===== src/rtl/mealy_pattern_source_if.sv =====
// Command channel of mealy_pattern_source: 2-bit symbol codes with valid/ready handshake.
interface mealy_pattern_source_if;
    logic       cmd_valid;
    logic [1:0] cmd;
    logic       cmd_ready;

    modport master (output cmd_valid, output cmd, input cmd_ready);
    modport slave  (input cmd_valid, input cmd, output cmd_ready);
endinterface


===== src/rtl/mealy_pattern_source.sv =====
// Serial 3-bit pattern transmitter with command FIFO and per-symbol last-bit marker.
// Optional MEALY_PATTERN_SOURCE_ERR_EN: 2'b11 commands are dropped and flagged on a sticky err.
module mealy_pattern_source #(
    parameter int unsigned DEPTH = 4
) (
    input  logic                    clock,
    input  logic                    reset_n,
    mealy_pattern_source_if.slave   cmd_if,
    output logic                    o,
    output logic                    busy,
    output logic                    sym_last,
    output logic [1:0]              sym_code,
    output logic                    err
);

    localparam int unsigned PTR_W = (DEPTH > 1) ? $clog2(DEPTH) : 1;
    localparam int unsigned CNT_W = PTR_W + 1;
    localparam int unsigned IDX_W = 2;

    typedef enum logic {
        IDLE = 1'b0,
        SEND = 1'b1
    } state_t;

    state_t             state;
    state_t             state_n;
    logic [IDX_W-1:0]   bit_idx;
    logic [IDX_W-1:0]   bit_idx_n;
    logic               o_n;
    logic               busy_n;
    logic               sym_last_n;
    logic [1:0]         sym_code_n;

    logic [1:0]         mem [DEPTH];
    logic [PTR_W-1:0]   rd_ptr;
    logic [PTR_W-1:0]   wr_ptr;
    logic [CNT_W-1:0]   count;
    logic [CNT_W-1:0]   count_n;

    logic               accept;
    logic               push;
    logic               pop;
    logic               fifo_empty;
    logic [1:0]         head;
    logic [2:0]         head_pat;
    logic [2:0]         cur_pat;

    // Bit pattern for a symbol code; bit 2 goes on the line first.
    function automatic logic [2:0] pattern_of(input logic [1:0] code);
        case (code)
            2'b10:   return 3'b111;
            2'b01:   return 3'b001;
            default: return 3'b000;
        endcase
    endfunction

    function automatic logic [PTR_W-1:0] ptr_inc(input logic [PTR_W-1:0] p);
        return (p == PTR_W'(DEPTH - 1)) ? '0 : p + PTR_W'(1);
    endfunction

    // Readiness depends only on the registered count, so a same-cycle pop never frees a slot.
    assign cmd_if.cmd_ready = reset_n && (count < CNT_W'(DEPTH));
    assign accept           = cmd_if.cmd_valid && cmd_if.cmd_ready;

`ifdef MEALY_PATTERN_SOURCE_ERR_EN
    assign push = accept && (cmd_if.cmd != 2'b11);
`else
    assign push = accept;
`endif

    assign fifo_empty = (count == '0);
    assign head       = mem[rd_ptr];
    assign head_pat   = pattern_of(head);
    assign cur_pat    = pattern_of(sym_code);

    // Next-state and registered-output decode.
    always_comb begin
        state_n    = state;
        bit_idx_n  = bit_idx;
        o_n        = o;
        busy_n     = busy;
        sym_last_n = sym_last;
        sym_code_n = sym_code;
        pop        = 1'b0;

        case (state)
            IDLE: begin
                if (!fifo_empty) begin
                    pop        = 1'b1;
                    state_n    = SEND;
                    bit_idx_n  = '0;
                    o_n        = head_pat[2];
                    busy_n     = 1'b1;
                    sym_last_n = 1'b0;
                    sym_code_n = head;
                end
            end
            SEND: begin
                if (bit_idx != IDX_W'(2)) begin
                    bit_idx_n  = bit_idx + IDX_W'(1);
                    o_n        = (bit_idx == '0) ? cur_pat[1] : cur_pat[0];
                    sym_last_n = (bit_idx == IDX_W'(1));
                end else if (!fifo_empty) begin
                    // Back-to-back symbol: reload without an idle bit.
                    pop        = 1'b1;
                    bit_idx_n  = '0;
                    o_n        = head_pat[2];
                    sym_last_n = 1'b0;
                    sym_code_n = head;
                end else begin
                    state_n    = IDLE;
                    bit_idx_n  = '0;
                    o_n        = 1'b0;
                    busy_n     = 1'b0;
                    sym_last_n = 1'b0;
                    sym_code_n = 2'b00;
                end
            end
            default: begin
                state_n    = IDLE;
                bit_idx_n  = '0;
                o_n        = 1'b0;
                busy_n     = 1'b0;
                sym_last_n = 1'b0;
                sym_code_n = 2'b00;
            end
        endcase
    end

    assign count_n = count + CNT_W'(push) - CNT_W'(pop);

    // State, line outputs and FIFO bookkeeping.
    always_ff @(posedge clock) begin
        if (!reset_n) begin
            state    <= IDLE;
            bit_idx  <= '0;
            o        <= 1'b0;
            busy     <= 1'b0;
            sym_last <= 1'b0;
            sym_code <= 2'b00;
            count    <= '0;
            rd_ptr   <= '0;
            wr_ptr   <= '0;
        end else begin
            state    <= state_n;
            bit_idx  <= bit_idx_n;
            o        <= o_n;
            busy     <= busy_n;
            sym_last <= sym_last_n;
            sym_code <= sym_code_n;
            count    <= count_n;
            if (pop) begin
                rd_ptr <= ptr_inc(rd_ptr);
            end
            if (push) begin
                wr_ptr <= ptr_inc(wr_ptr);
            end
        end
    end

    always_ff @(posedge clock) begin
        if (push) begin
            mem[wr_ptr] <= cmd_if.cmd;
        end
    end

`ifdef MEALY_PATTERN_SOURCE_ERR_EN
    // Sticky until reset once an illegal code has been handshaken.
    always_ff @(posedge clock) begin
        if (!reset_n) begin
            err <= 1'b0;
        end else if (accept && (cmd_if.cmd == 2'b11)) begin
            err <= 1'b1;
        end
    end
`else
    assign err = 1'b0;
`endif

endmodule


===== src/flat_wrapper.sv =====
// flat-port wrapper written by rule: the top's interface ports become plain ports
module mealy_pattern_source_flat 
#(
    parameter int unsigned DEPTH = 4
)
  (clock, reset_n, o, busy, sym_last, sym_code, err, cmd_if_cmd_valid, cmd_if_cmd, cmd_if_cmd_ready);
  mealy_pattern_source_if cmd_if_i ();
  input  logic clock;
  input  logic reset_n;
  output logic o;
  output logic busy;
  output logic sym_last;
  output logic [1:0] sym_code;
  output logic err;
  input wire logic [$bits(cmd_if_i.cmd_valid)-1:0] cmd_if_cmd_valid;
  input wire logic [$bits(cmd_if_i.cmd)-1:0] cmd_if_cmd;
  output wire logic [$bits(cmd_if_i.cmd_ready)-1:0] cmd_if_cmd_ready;
  assign cmd_if_i.cmd_valid = cmd_if_cmd_valid;
  assign cmd_if_i.cmd = cmd_if_cmd;
  assign cmd_if_cmd_ready = cmd_if_i.cmd_ready;
  mealy_pattern_source #(.DEPTH(DEPTH)) u_core (.clock(clock), .reset_n(reset_n), .cmd_if(cmd_if_i), .o(o), .busy(busy), .sym_last(sym_last), .sym_code(sym_code), .err(err));
endmodule

===== config.mk =====
export PLATFORM = sky130hd
export DESIGN_NAME = mealy_pattern_source_flat
export DESIGN_NICKNAME = d
export VERILOG_FILES = /design/src/rtl/mealy_pattern_source_if.sv /design/src/rtl/mealy_pattern_source.sv /design/src/flat_wrapper.sv
export SDC_FILE = /design/constraint.sdc
export NUM_CORES = 1
export LEC_CHECK = 0
export CAP_MARGIN = 0
export CORE_MARGIN = 4
export CORE_UTILIZATION = 25
export DETAILED_ROUTE_END_ITERATION = 6
export MAX_ROUTING_LAYER = met4
export PLACE_DENSITY_LB_ADDON = 0.08
export SYNTH_ARGS = -nofsm -noshare
export SYNTH_HDL_FRONTEND = slang
export SYNTH_SLANG_ARGS = --single-unit

===== constraint.sdc =====
create_clock -name clock -period 2 [get_ports clock]
set_clock_uncertainty 0.2 [all_clocks]
set_input_delay 0.4 -clock clock [delete_from_list [all_inputs] [get_ports clock]]
set_output_delay 0.4 -clock clock [all_outputs]
set_load 0.01 [all_outputs]

After elaboration in Yosys (flattened, before gate mapping)
Memories as Yosys holds them, arrays and structs flattened. A register that Yosys moved wholly into a read port is not among the register bits.
Cells that the tools add are included.

word-level totals
  input bits = 5
  memory bits (writable) = 8
  logic and storage cells = 66
  register bits after elaboration = 15
  output and inout port bits = 7
  memories = 1

operators by class
  reductions and logical operators = 6
  add/subtract/negate cells = 5
  mux-type cells = 32
  bitwise gates (word level) = 1
  $lt $le $gt $ge = 1
  eq/ne operators = 11

memories
  memory      depth  width  rd ports  clocked after memory_dff  wr ports  line                        RTL
  u_core.mem  4      2      1         1                         1         mealy_pattern_source.sv:34  logic [1:0] mem [DEPTH];

operator list
  kind                   count
  $mux W2                9
  $mux W1                14
  $pmux W2 S2            3
  $pmux W1 S2            5
  $eq A2 B2 Y1 const B   4
  $ne A2 B2 Y1 const B   4
  $add A2 B1 Y2 const B  3
  $eq A2 B1 Y1 const B   3
  $pmux W3 S2            1
  $add A3 B1 Y3          1
  $logic_not A3 Y1       1
  $lt A3 B3 Y1 const B   1
  $reduce_and A3 Y1      1
  $sub A3 B1 Y3          1
  $logic_and A1 B1 Y1    2
  $logic_not A2 Y1       1
  $reduce_and A2 Y1      1
  $not A1 Y1             1

Longest topological paths before layout
Gate-level depths: netlist of run 1.

  depth in word-level cells = 6
  depth in mapped cells = 8
  depth with buffers taken out = 8

Least setup slack after synthesis of run 1
No wires, ideal clock.

  path kind = register -> register
  start point = register u_core.count[1]
  end point = register u_core.count[2]
  setup slack = -0.182 ns
  required time = 1.680 ns
  clock period less this slack = 2.182 ns
  path buffers = 0
  cell stages (with the launch flop) = 9
  data arrival time = 1.862 ns
  library setup time = 0.120 ns
  cells stage by stage = dfxtp_1 -> nor3_1 -> a21oi_4 -> ha_1 -> inv_1 -> ha_1 -> fa_1 -> xnor2_1 -> nor2_1

on the way
  cells in the longest elaborated chain, start to end = 5
  elaborated cells between the ends (all ways) = 9
  those cells by class = add/sub (2); order compare (1); mux (3); reduce/logical (3)

ends and longest elaborated chain
  item                                                     line                                                                                 RTL
  start: declaration                                       mealy_pattern_source.sv:37                                                           logic [CNT_W-1:0] count;
  start signal: assignment                                 mealy_pattern_source.sv:151                                                          count <= count_n;
  $lt A3 B3 Y1 / $logic_not A3 Y1 (equally long branches)  mealy_pattern_source.sv:62, mealy_pattern_source.sv:71
  $logic_and A1 B1 Y1 / $mux W1 (equally long branches)    mealy_pattern_source.sv:62, mealy_pattern_source.sv:88, mealy_pattern_source.sv:103
  $logic_and A1 B1 Y1 / $mux W1 (equally long branches)    mealy_pattern_source.sv:63, mealy_pattern_source.sv:99
  $add A3 B1 Y3 / $pmux W1 S2 (equally long branches)      mealy_pattern_source.sv:130, mealy_pattern_source.sv:86
  $sub A3 B1 Y3 (*)                                        mealy_pattern_source.sv:130                                                          assign count_n = count + CNT_W'(push) - CNT_W'(pop);

Mark *: on every way between the ends. The rest lies on a longest branch, timed or not.
A chain may end at the register's enable or synchronous reset.

Final worst setup path of run 1
  start point = register u_core.count[1]
  end point = register u_core.count[1]

on the way
  cells in the longest elaborated chain, start to end = 5
  elaborated cells between the ends (all ways) = 9
  those cells by class = add/sub (2); order compare (1); mux (3); reduce/logical (3)

ends and longest elaborated chain
  item                                                     line                                                                                 RTL
  $lt A3 B3 Y1 / $logic_not A3 Y1 (equally long branches)  mealy_pattern_source.sv:62, mealy_pattern_source.sv:71
  $logic_and A1 B1 Y1 / $mux W1 (equally long branches)    mealy_pattern_source.sv:62, mealy_pattern_source.sv:88, mealy_pattern_source.sv:103
  $logic_and A1 B1 Y1 / $mux W1 (equally long branches)    mealy_pattern_source.sv:63, mealy_pattern_source.sv:99
  $add A3 B1 Y3 / $pmux W1 S2 (equally long branches)      mealy_pattern_source.sv:130, mealy_pattern_source.sv:86
  $sub A3 B1 Y3 (*)                                        mealy_pattern_source.sv:130
  via u_core.count_n[1]                                    mealy_pattern_source.sv:38                                                           logic [CNT_W-1:0] count_n;

The timed path passes the listed nets; every way through them passes the cells marked *.

==> flow_summary_export.csv, run 1 <==
group,metric,value,unit
global_route,grt_pass1_wl,3420,um
pwr,power_density,1320,mW/mm^2
die,core,0.00435,sq mm
die,num_rows,24,
sta,fmax,515,MHz
die,ioPinCount,12,
clock_tree,cts.clk_slew.worst_paths,0.09,ns
global_route,grtUsageTotal,0.0844,
cells_and_area,drive_gt1_frac,0.325,
cells_and_area,post-route-util,0.343,
worst_setup_path,cp-start-kind,"flip-flop",
cells_and_area,synthToLayoutAreaGrowth,32.7,%
clock_tree,clock_latency,0.26,ns
synth,synthFlopType,"dfxtp_1",
global_route,grt_pass1_vias,755,
route,ant_nets,0,
synth,synth_edf_count,8,
sta,setup_viol,0,
route,routed_wl,2010,um
place,io_buffer_count,10,
route,vias_per_cell,4.15,
route,dr.pass1.iters,4,
clock_tree,clockBufferDepth,2,
pwr,leakage,0.603,nW
worst_setup_path,critPathRequiredTime,2.01,ns
cells_and_area,num_antenna_cells,0,
sta,rsz0062_at_grt,"yes",
clock_tree,tritoncts,"done",
synth,synth_cell_types,33,
place,place_area,0.00138,sq mm
clock_tree,cts_root_buffer,"clkbuf_8",
synth,synth_top_area_cell,"dfxtp_1",
synth,synthesis.nets,111,
synth,synth_seq_cells,24,
clock_tree,numClockSinks,24,
route,wl_per_cell,11.5,um
global_route,grt_max_degree,14,
sta,period_share,0.972,
synth,synthCells,97,
clock_tree,cts_hold_buf,0,
synth,yosysWarnings,0,
die,start_util,0.258,
synth,syn_avg_cell_area,11.6,sq um
die,dieArea,0.00563,sq mm
route,dr.max_layer_used,"met4",
die,die_h,75.0,um
die,die_w,75.0,um
synth,synthArstFlopShare,0,
cells_and_area,final_area,0.00149,sq mm
worst_setup_path,arrival,1.95,ns
place,gp_congestion,0.768,
pwr,ir_drop,0.000430,V
synth,synth_seq_area_share,0.499,
synth,synth_common_cells,"dfxtp_1, nor2_1, edfxtp_1, ha_1, inv_1",
synth,synth_top_area_share,0.285,
worst_setup_path,worstPathMaxFanout,2,
synth,synth_area_leaders,"dfxtp_1, edfxtp_1, ha_1",
synth,synth.most_common_cell,"dfxtp_1",
sta,slew_violations,0,
clock_tree,numCtsBuffers,3,
route,dr.first_iter.drc_count,22,
sta,period_minus_slack,1.94,ns
global_route,gr-total-overflow,0,
status,status,"finished, final reports clean",
route,drcViolationCount,0,
worst_setup_path,critPathKind,"reg -> reg",
place,dp_hpwl,1620,um
sta,hold_viol,0,
route,wl_met3,62,um
route,dr_wl_met2,993,um
route,vias,726,
job,maxCapViolations,0,
global_route,grt_antenna_before_repair,0,
synth,synth_area,0.00112,sq mm
worst_setup_path,end_kind,"flip-flop",
clock_tree,h-tree-depth,1,
worst_hold_path,hp-class,"reg -> reg",
route,wl_met1,926,um
cells_and_area,nets,138,
worst paths after layout:
check | start | to | slack [ns] | cells past startpoint
max | u_core.count[1] | u_core.count[1] | 0.06 | 7
min | u_core.sym_code[1] | u_core.sym_code[1] | 0.29 | 2
max reg2reg | u_core.count[1] | u_core.count[1] | 0.06 | 7
min reg2reg | u_core.sym_code[1] | u_core.sym_code[1] | 0.29 | 2
cell type report:
cell class / count / area [sq um]
clock buffers: 4 / 55.1
fillers: 439 / 2860
inverters: 9 / 33.8
multi-input cells: 61 / 559
flip-flops and latches: 24 / 564
well taps: 52 / 65.1
repair buffers: 25 / 214
cells by family after synthesis:
kind of cell,share of synthesized area
AOI/OAI and AO/OA,0.0958
and+or+nand+nor,0.155
xor gates and xnor gates,0.0156
adders and majority gates,0.107
other,0.00334
buffers and inverters,0.0468
muxes,0.0779
DFF,0.499
cells in the final DEF, fill, tap and decap left out, types with 3 or more instances in the layout:
master           count
and3_1               4
buf_4               15
clkbuf_8             4
clkdlybuf4s50_1      8
dfxtp_1             13
dfxtp_2              3
edfxtp_1             8
ha_1                 6
inv_1                7
nand2_1              5
nor2_1              11
state kept, by name (all words and copies together), names as in the netlist, named ones only:
| name | flops |
|---|---|
| u_core.mem | 8 |
| u_core.wr_ptr | 2 |
| u_core.count | 3 |
| u_core.sym_code | 2 |
| u_core.state | 1 |
| u_core.bit_idx | 2 |
| u_core.rd_ptr | 2 |
| u_core.busy | 1 |
| u_core.o | 1 |
critical path, cell delays in order, from the launching register on:
cell and delay [ns]:
dfxtp_2 0.34, nor3_4 0.23, a21oi_4 0.06, ha_4 0.26, inv_2 0.04, ha_4 0.14, fa_2 0.51, and2_1 0.11
stage by stage:
step | instances | setup slack [ns] | total power, mW | TNS (ns) | hold WS (ns)
finish | 175 | 0.0566 | 1.97 | 0 | 0.295
global route | 175 | -0.00423 | 2.15 | -0.00423 | 0.312
global placement | 168 | -0.253 | 1.57 | -0.738 | 0.288
floorplan | 97 | 0.00233 | 1.29 | 0 | 0.292
CTS | 173 | -0.00996 | 1.94 | -0.0166 | 0.300
detailed placement | 168 | -0.307 | 1.59 | -0.825 | 0.286
repair_timing:
| item | CTS | global route |
|---|---|---|
| resized for setup | 3 | 7 |
| pin swaps | 3 | 5 |
| endpoints found under the setup margin | 3 | 2 |
| buffers inserted | 1 | 2 |
layer usage:
layer / track usage / vias up
met5: - / -
met1: 0.0929 / 337
met3: 0.0280 / 2
met2: 0.142 / 8
met4: 0.0296 / 0
li1: - / 379
power breakdown:
part,internal (mW),switching (mW),leakage [nW],total (mW)
Sequential,0.630,0.0915,0.205,0.721
Clock,0.176,0.155,0.0288,0.331
Combinational,0.511,0.407,0.368,0.917
No activity file was read; power rests on OpenSTA's default activity.
==> run 2, diff against run 1 <==
SETUP_SLACK_MARGIN = 0.15   (was unset)
==> run 2 against run 1 <==
  * Total power decreased by 2.5%
  * Non-clock buffer count decreased by 2
  * Sequential share of layout area increased by 1.2 points
  * Largest power group unchanged
==> flow_summary_export.csv, run 2 (same netlist as run 1, synthesis figures left out) <==
group,metric,value,unit
place,io_buffer_count,10,
cells_and_area,regMostFlops,"u_core.mem",
status,status,"finished, final reports clean",
worst_setup_path,cp-start-kind,"flip-flop",
place,dp_hpwl,1570,um
clock_tree,clockBufferDepth,2,
clock_tree,cts_root_buffer,"clkbuf_8",
cells_and_area,synthToLayoutAreaGrowth,29.3,%
pwr,power_density,1320,mW/mm^2
die,dieArea,0.00563,sq mm
sta,slew_violations,0,
worst_setup_path,arrival,1.91,ns
worst_hold_path,hp-class,"reg -> reg",
cells_and_area,final_common_cell,"buf_4",
clock_tree,numClockSinks,24,
clock_tree,h-tree-depth,1,
global_route,grtUsageTotal,0.0852,
sta,hold_viol,0,
global_route,grt_pass1_wl,3460,um
worst_setup_path,worstPathMaxFanout,2,
worst_setup_path,critPathKind,"reg -> reg",
place,place_area,0.00137,sq mm
sta,fmax,512,MHz
pwr,leakage,0.603,nW
route,drcViolationCount,0,
route,vias_per_cell,4.29,
global_route,grt_antenna_before_repair,0,
die,die_h,75.0,um
place,gp_congestion,0.716,
route,wl_met3,74,um
cells_and_area,largest_reg_flops,8,
cells_and_area,fillCellCount,438,
die,num_rows,24,
die,core,0.00435,sq mm
global_route,grt_max_degree,14,
route,dr.max_layer_used,"met4",
cells_and_area,final_area,0.00145,sq mm
global_route,grt_pass1_vias,747,
route,wl_per_cell,11.8,um
cells_and_area,drive_gt1_frac,0.314,
sta,rsz0062_at_grt,"yes",
sta,setup_viol,0,
route,dr_wl_met2,1010,um
route,dr.first_iter.drc_count,9,
global_route,gr-total-overflow,0,
cells_and_area,nets,136,
die,start_util,0.258,
die,ioPinCount,12,
route,vias,743,
route,dr.pass1.iters,3,
cells_and_area,multi_input_area,544,sq um
worst_setup_path,critPathRequiredTime,1.96,ns
cells_and_area,most-common-layout-cells,"buf_4, nor2_1, dfxtp_1, inv_1, edfxtp_1",
route,ant_nets,0,
die,die_w,75.0,um
clock_tree,tritoncts,"done",
route,routed_wl,2050,um
job,maxCapViolations,0,
pwr,ir_drop,0.000509,V
clock_tree,clock_latency,0.26,ns
cells_and_area,register_area,567,sq um
sta,worst_slack,0.0482,ns
clock_tree,cts.clk_slew.worst_paths,0.09,ns
sta,period_minus_slack,1.95,ns
sta,timing.hold.ws,0.291,ns
clock_tree,numCtsBuffers,3,
worst_setup_path,end_kind,"flip-flop",
cells_and_area,reg_top3,"u_core.mem x8, u_core.count x3",
pwr,totalPowerFinal,1.92,mW
place,pre_cts_slack,-0.286,ns
sta,period_share,0.976,
route,wl_met1,936,um
cells_and_area,num_antenna_cells,0,
==> run 2: cell count changes in the layout (fill, tap and decap cells not counted), sizes merged <==
cell and delta:
buf -2, clkdlybuf4s50 -1, dlygate4sd2 +1
==> run 2: worst paths after layout <==
path                            cells past startpoint  slack (ns)                 end               start
worst max-delay path                                7        0.05     u_core.count[1]     u_core.count[2]
worst min-delay path                                2        0.29  u_core.sym_code[1]  u_core.sym_code[1]
worst min register to register                      2        0.29  u_core.sym_code[1]  u_core.sym_code[1]
worst max register to register                      7        0.05     u_core.count[1]     u_core.count[2]
==> run 2: routing by layer <==
metal  up-vias  GRT usage
met2         8      0.147
li1        376          -
met1       357     0.0909
met3         2     0.0280
met5         -          -
met4         0     0.0296
==> run 2: repair_timing <==
| action | 4_1_cts | 5_1_grt |
|---|---|---|
| buffers inserted | 2 | 1 |
| pin swaps | 3 | 2 |
| hold buffers | 0 | 0 |
| gates resized for setup | 4 | 2 |
| endpoints found under the hold margin | 0 | 0 |
| setup endpoints to repair | 3 | 3 |
==> run 2: final cells by class <==
type / count / area share
multi-input combinational: 61 / 0.375
tap: 52 / 0.0448
inverter: 9 / 0.0233
sequential: 24 / 0.390
clock buffer: 4 / 0.0310
timing repair buffer: 23 / 0.136
==> run 2: metrics by stage <==
stage,instances,TNS (ns),util
finish,173,0,0.334
global route,173,-0.0370,0.334
CTS,172,0,0.330
detailed placement,166,-0.769,0.315
global placement,166,-0.694,0.315
floorplan,97,0,-
==> run 2: power breakdown <==
part	internal (mW)	switching, mW	total [mW]	leakage [nW]
registers	0.633	0.0940	0.727	0.206
logic	0.505	0.394	0.899	0.374
clock network	0.142	0.151	0.293	0.0228
==> run 2: critical path: stages, from the launching register on <==
cell and delay [ns]:
dfxtp_2 0.34, nor3_4 0.23, a21oi_4 0.05, ha_1 0.26
inv_1 0.05, ha_2 0.16, fa_2 0.41, and2_1 0.14
==> patch 1: new RTL, flow settings as in run 2 <==
Build with the macro `MEALY_PATTERN_SOURCE_ERR_EN` defined.
--- a/src/rtl/mealy_pattern_source.sv
+++ b/src/rtl/mealy_pattern_source.sv
@@ -1,5 +1,7 @@
 // Serial 3-bit pattern transmitter with command FIFO and per-symbol last-bit marker.
 // Optional MEALY_PATTERN_SOURCE_ERR_EN: 2'b11 commands are dropped and flagged on a sticky err.
+`define MEALY_PATTERN_SOURCE_ERR_EN
+
 module mealy_pattern_source #(
     parameter int unsigned DEPTH = 4
 ) (
Function: changed (a bounded check fails within 4 cycles, from zero or initial values and one cycle with reset_n low).
==> patch 1 against run 2 <==
  * Sequential cell count grew 1
  * Design area grew 4.6%
  * Highest routed layer unchanged
  * Worst setup slack lost 0.011 ns
  * Die area grew 3.5%
  * Routed wire length grew 1.0%
  * Area after synthesis grew 3.9%
  * Total power shrank 4.0%
==> patch 1: results (changes against run 2) <==
[run_status]
status=finished clean  ; unchanged

[sta]
holdWs_ns=0.290  ; was 0.291 ns

[finish]
register_area_um2=584  ; was 567 um2
nMultiInputCombCells=63  ; was 61
layout-drive-gt1-share_pct=25.6  ; was 31.4%
clk_share_pct=3.21  ; was 3.10%
stdcell_count=177  ; was 173
clock_buffers=3  ; was 4
final-nonclk-buf-share_pct=13.7  ; was 13.6%
sh_seq_area_pct=38.5  ; was 39.0%
buffers_excl_clock=24  ; was 23

[setup_path]
slowest_delay_ns=0.35  ; was 0.41 ns
r2r-end=u_core.count[2]$_SDFF_PN0_  ; was u_core.count[1]$_SDFF_PN0_

[placement]
dpl-instance-area_mm2=0.00145  ; was 0.00137 mm2
gp_congestion=0.757  ; was 0.716
dp_cells=173  ; was 166

[global_routing]
grt_max_degree=16  ; was 14
track_usage_pct=8.06  ; was 8.52%
use_met2_pct=12.3  ; was 14.7%
gr-usage-met3_pct=2.60  ; was 2.80%
gr-usage-met1_pct=10.1  ; was 9.09%

[pwr]
p_leak_uw=0.000596  ; was 0.000603 uW
vdd_drop_max_v=0.000448  ; was 0.000509 V

[yosys]
synthCells=99  ; was 97
synth_common_cells=dfxtp_1 (17), inv_1 (9), and2_1 (8), edfxtp_1 (8), ha_1 (8)  ; was dfxtp_1 (16), nor2_1 (11), edfxtp_1 (8), ha_1 (8), inv_1 (8)
syn-num-nets=113  ; was 111
synthDistinctLibCells=31  ; was 33

[min_path]
min-delay-start=u_core.err$_SDFFE_PN0P_  ; was u_core.sym_code[1]$_SDFFE_PN0P_
holdPathEnd=u_core.err$_SDFFE_PN0P_  ; was u_core.sym_code[1]$_SDFFE_PN0P_

[routing]
via_count=744  ; was 743
drtIter0Drc=25  ; was 9

patch 1: cell types whose count changed after synthesis, moves of 3 or more:
cell      delta
and3_1       -3
a21boi_1     +3
and2_1       +5
nor2_1       -7
nor2b_1      +4
patch 1: cells by family after synthesis:
group                    synth area share (%)
AND/OR/NAND/NOR                          16.5
adder cells (fa/ha/maj)                  10.3
XOR/XNOR                                 1.50
flip-flops                               49.7
buffers and inverters                    3.64
multiplexers                             7.29
AO/OA/AOI/OAI                            11.0
patch 1: worst register-to-register path, delay by kind of cell, from the launching register on:
kind,cells,cell delay (ns)
fa+ha+maj,3,0.74
simple gates,2,0.37
flops,1,0.35
xor+xnor,1,0.13
compound gates,1,0.06
buf+inv,1,0.04
patch 1: per-layer routing:
metal / vias up / share of wire [%]
met1: 338 / 51
met3: 2 / 4.0
li1: 392 / -
met5: - / 0
met4: 0 / 1.2
met2: 12 / 43
patch 1: power groups by stage:
stage | clock network [uW] | logic [uW] | registers (uW)
floorplan | 0 | 466 | 754
global placement | 0 | 771 | 742
detailed placement | 0 | 763 | 743
CTS | 327 | 774 | 732
global route | 347 | 913 | 746
finish | 315 | 797 | 731
patch 1: worst max-delay path by stage:
stage	start	to	slack [ns]	cells past startpoint
2_1_floorplan	u_core.count[0]$_SDFF_PN0_	u_core.count[2]$_SDFF_PN0_	-0.02	8
3_3_place_gp	reset_n	u_core.count[1]$_SDFF_PN0_	-0.27	6
3_5_place_dp	reset_n	u_core.count[1]$_SDFF_PN0_	-0.31	6
4_1_cts	u_core.count[0]$_SDFF_PN0_	u_core.count[1]$_SDFF_PN0_	-0.01	7
5_1_grt	u_core.count[0]$_SDFF_PN0_	u_core.count[2]$_SDFF_PN0_	-0.03	8
6_report	u_core.count[0]$_SDFF_PN0_	u_core.count[2]$_SDFF_PN0_	0.04	8
==> patch 2: new RTL, config.mk and constraints of run 2 <==
Without the edit above. `DEPTH` is set to 4 in 2 places; all go to 16.
--- a/src/rtl/mealy_pattern_source.sv
+++ b/src/rtl/mealy_pattern_source.sv
@@ -1,7 +1,7 @@
 // Serial 3-bit pattern transmitter with command FIFO and per-symbol last-bit marker.
 // Optional MEALY_PATTERN_SOURCE_ERR_EN: 2'b11 commands are dropped and flagged on a sticky err.
 module mealy_pattern_source #(
-    parameter int unsigned DEPTH = 4
+    parameter int unsigned DEPTH = 16
 ) (
     input  logic                    clock,
     input  logic                    reset_n,
--- a/src/flat_wrapper.sv
+++ b/src/flat_wrapper.sv
@@ -1,7 +1,7 @@
 // flat-port wrapper written by rule: the top's interface ports become plain ports
 module mealy_pattern_source_flat 
 #(
-    parameter int unsigned DEPTH = 4
+    parameter int unsigned DEPTH = 16
 )
   (clock, reset_n, o, busy, sym_last, sym_code, err, cmd_if_cmd_valid, cmd_if_cmd, cmd_if_cmd_ready);
   mealy_pattern_source_if cmd_if_i ();
Function: changed (a bounded check fails within 10 cycles, from zero or initial values and one cycle with reset_n low).
==> patch 2 against run 2 <==
  * The flow now finishes with violations (setup timing)
  * Count of clock-buffer cells in the layout grew 3
  * Core utilization grew 0.94 points
  * Sequential cell count grew 32
  * Area after synthesis grew 120%
  * Worst setup slack lost 0.78 ns
  * Design area grew 130%
  * Fmax shrank 29%
  * Largest cell class unchanged
  * Sequential share of layout area grew 4.2 points
  * Routed wire length grew to 2.6 times the old value
  * Total power grew 99%
==> patch 2: results (changes against run 2) <==
[pwr]
vdd_drop_max_v=0.000350  ; was 0.000509 V
p_leak_uw=0.00126  ; was 0.000603 uW

[yosys]
synthTopCellsByArea=edfxtp_1 (38%), dfxtp_1 (19%), ha_1 (6.0%)  ; was dfxtp_1 (29%), edfxtp_1 (21%), ha_1 (8.9%)
synthDistinctLibCells=43  ; was 33
synth.area.mux_share_pct=8.80  ; was 7.80%
synth_common_cells=edfxtp_1 (32), dfxtp_1 (24), and2_1 (18)  ; was dfxtp_1 (16), nor2_1 (11), edfxtp_1 (8), ha_1 (8), inv_1 (8)
async_reset_ff_share_pct=0  ; unchanged
synth_compound_area_share_pct=8.00  ; was 9.58%
synth_enable_flop_cells=32  ; was 8
yosysSeqAreaShare_pct=57.6  ; was 49.9%
avgSynthCellArea_um2=12.3  ; was 11.6 um2
synthXorXnorAreaFrac_pct=1.75  ; was 1.56%
synth-adder-area-share_pct=6.80  ; was 10.7%
syn-num-nets=221  ; was 111

[routing]
drt-pass1-iter-count=4  ; was 3
vias_per_cell=4.15  ; was 4.29
drtIter0Drc=35  ; was 9
wl_per_cell_um=13.6  ; was 11.8 um

[sta]
setup_viol=6  ; was 0
period_minus_slack_ns=2.73  ; was 1.95 ns
setup_ws_ns=-0.730  ; was 0.0482 ns
fin_setup_tns_ns=-2.62  ; was 0 ns

[placement]
place_ws_ns=-0.805  ; was -0.286 ns
dpl-instance-area_mm2=0.00305  ; was 0.00137 mm2
detailed_place_hpwl_mm=3.83  ; was 1.57 mm
gp_congestion=0.682  ; was 0.716
dp_cells=375  ; was 166
placement.io_buffers=10  ; unchanged

[global_routing]
grt_max_degree=18  ; was 14
grt_pass1_vias=1594  ; was 747
track_usage_pct=9.85  ; was 8.52%
grt_pass1_wl_mm=8.53  ; was 3.46 mm

[run_status]
violations=setup timing
status=complete, but fails checks  ; was finished clean

[finish]
largestRegisters=u_core.mem x32, u_core.count x5  ; was u_core.mem x8, u_core.count x3
stdcell_count=390  ; was 173
layout-drive-gt1-share_pct=38.1  ; was 31.4%
nets=274  ; was 136
fillers=1016  ; was 438

[setup_path]
path_max_fanout=2  ; unchanged
slowest_delay_ns=0.48  ; was 0.41 ns
slowest_stage=or4b_4  ; was fa_2
crit_family=simple AND/OR/NAND/NOR gates  ; was adder cells
arrival_ns=2.77  ; was 1.91 ns

[cts]
worstSkewPairLatency_ns=0.31  ; was 0.26 ns
cts_buffers=5  ; was 3
h-tree-depth=2  ; was 1

## patch 2: cell count changes after synthesis, moves of 4 or more
cell,delta
edfxtp_1,+24
and2_1,+15
a21oi_1,+13
dfxtp_1,+8
nand2_1,+8
inv_1,+6
mux2i_1,+5
a31oi_1,+4
ha_1,+4
mux4_1,+4
nand3b_1,+4
## patch 2: what timing repair did
| action | 4_1_cts | 5_1_grt |
|---|---|---|
| pin swaps | 16 | 9 |
| hold endpoints to repair | 0 | 0 |
| buffers inserted | 4 | 2 |
| resized for setup | 28 | 21 |
| gates cloned | 0 | 1 |
| setup endpoints to repair | 46 | 50 |
## patch 2: final timing paths
check	from	to	slack [ns]	cells after the start
max	u_core.count[3]$_SDFF_PN0_	u_core.count[4]$_SDFF_PN0_	-0.73	15
min	u_core.rd_ptr[1]$_SDFFE_PN0N_	flop	0.30	2
max reg2reg	u_core.count[3]$_SDFF_PN0_	u_core.count[4]$_SDFF_PN0_	-0.73	15
min reg2reg	u_core.rd_ptr[1]$_SDFFE_PN0N_	flop	0.30	2
## patch 2: power by group
group          internal, uW  switching [uW]  total [uW]  leakage, uW
registers              1360             105        1460     0.000487
clock network           252             366         618    0.0000424
logic                   976             773        1750     0.000726
total                  2580            1240        3830      0.00126
## patch 2: cell type report
class / instances / area (um2) / area share, %
Clock inverter: 1 / 8.76 / 0.261
Tap cell: 133 / 166 / 4.96
Sequential cell: 56 / 1450 / 43.2
Inverter: 17 / 71.3 / 2.13
Multi-Input combinational cell: 125 / 1120 / 33.5
Clock buffer: 7 / 76.3 / 2.28
Timing Repair Buffer: 51 / 458 / 13.7
## patch 2: layer usage
metal	up-vias	track usage, %	share of wire (%)
met5	-	-	0
met4	0	3.25	1.1
met3	4	1.97	2.7
met2	18	14.4	45
met1	769	13.7	51
li1	829	-	-
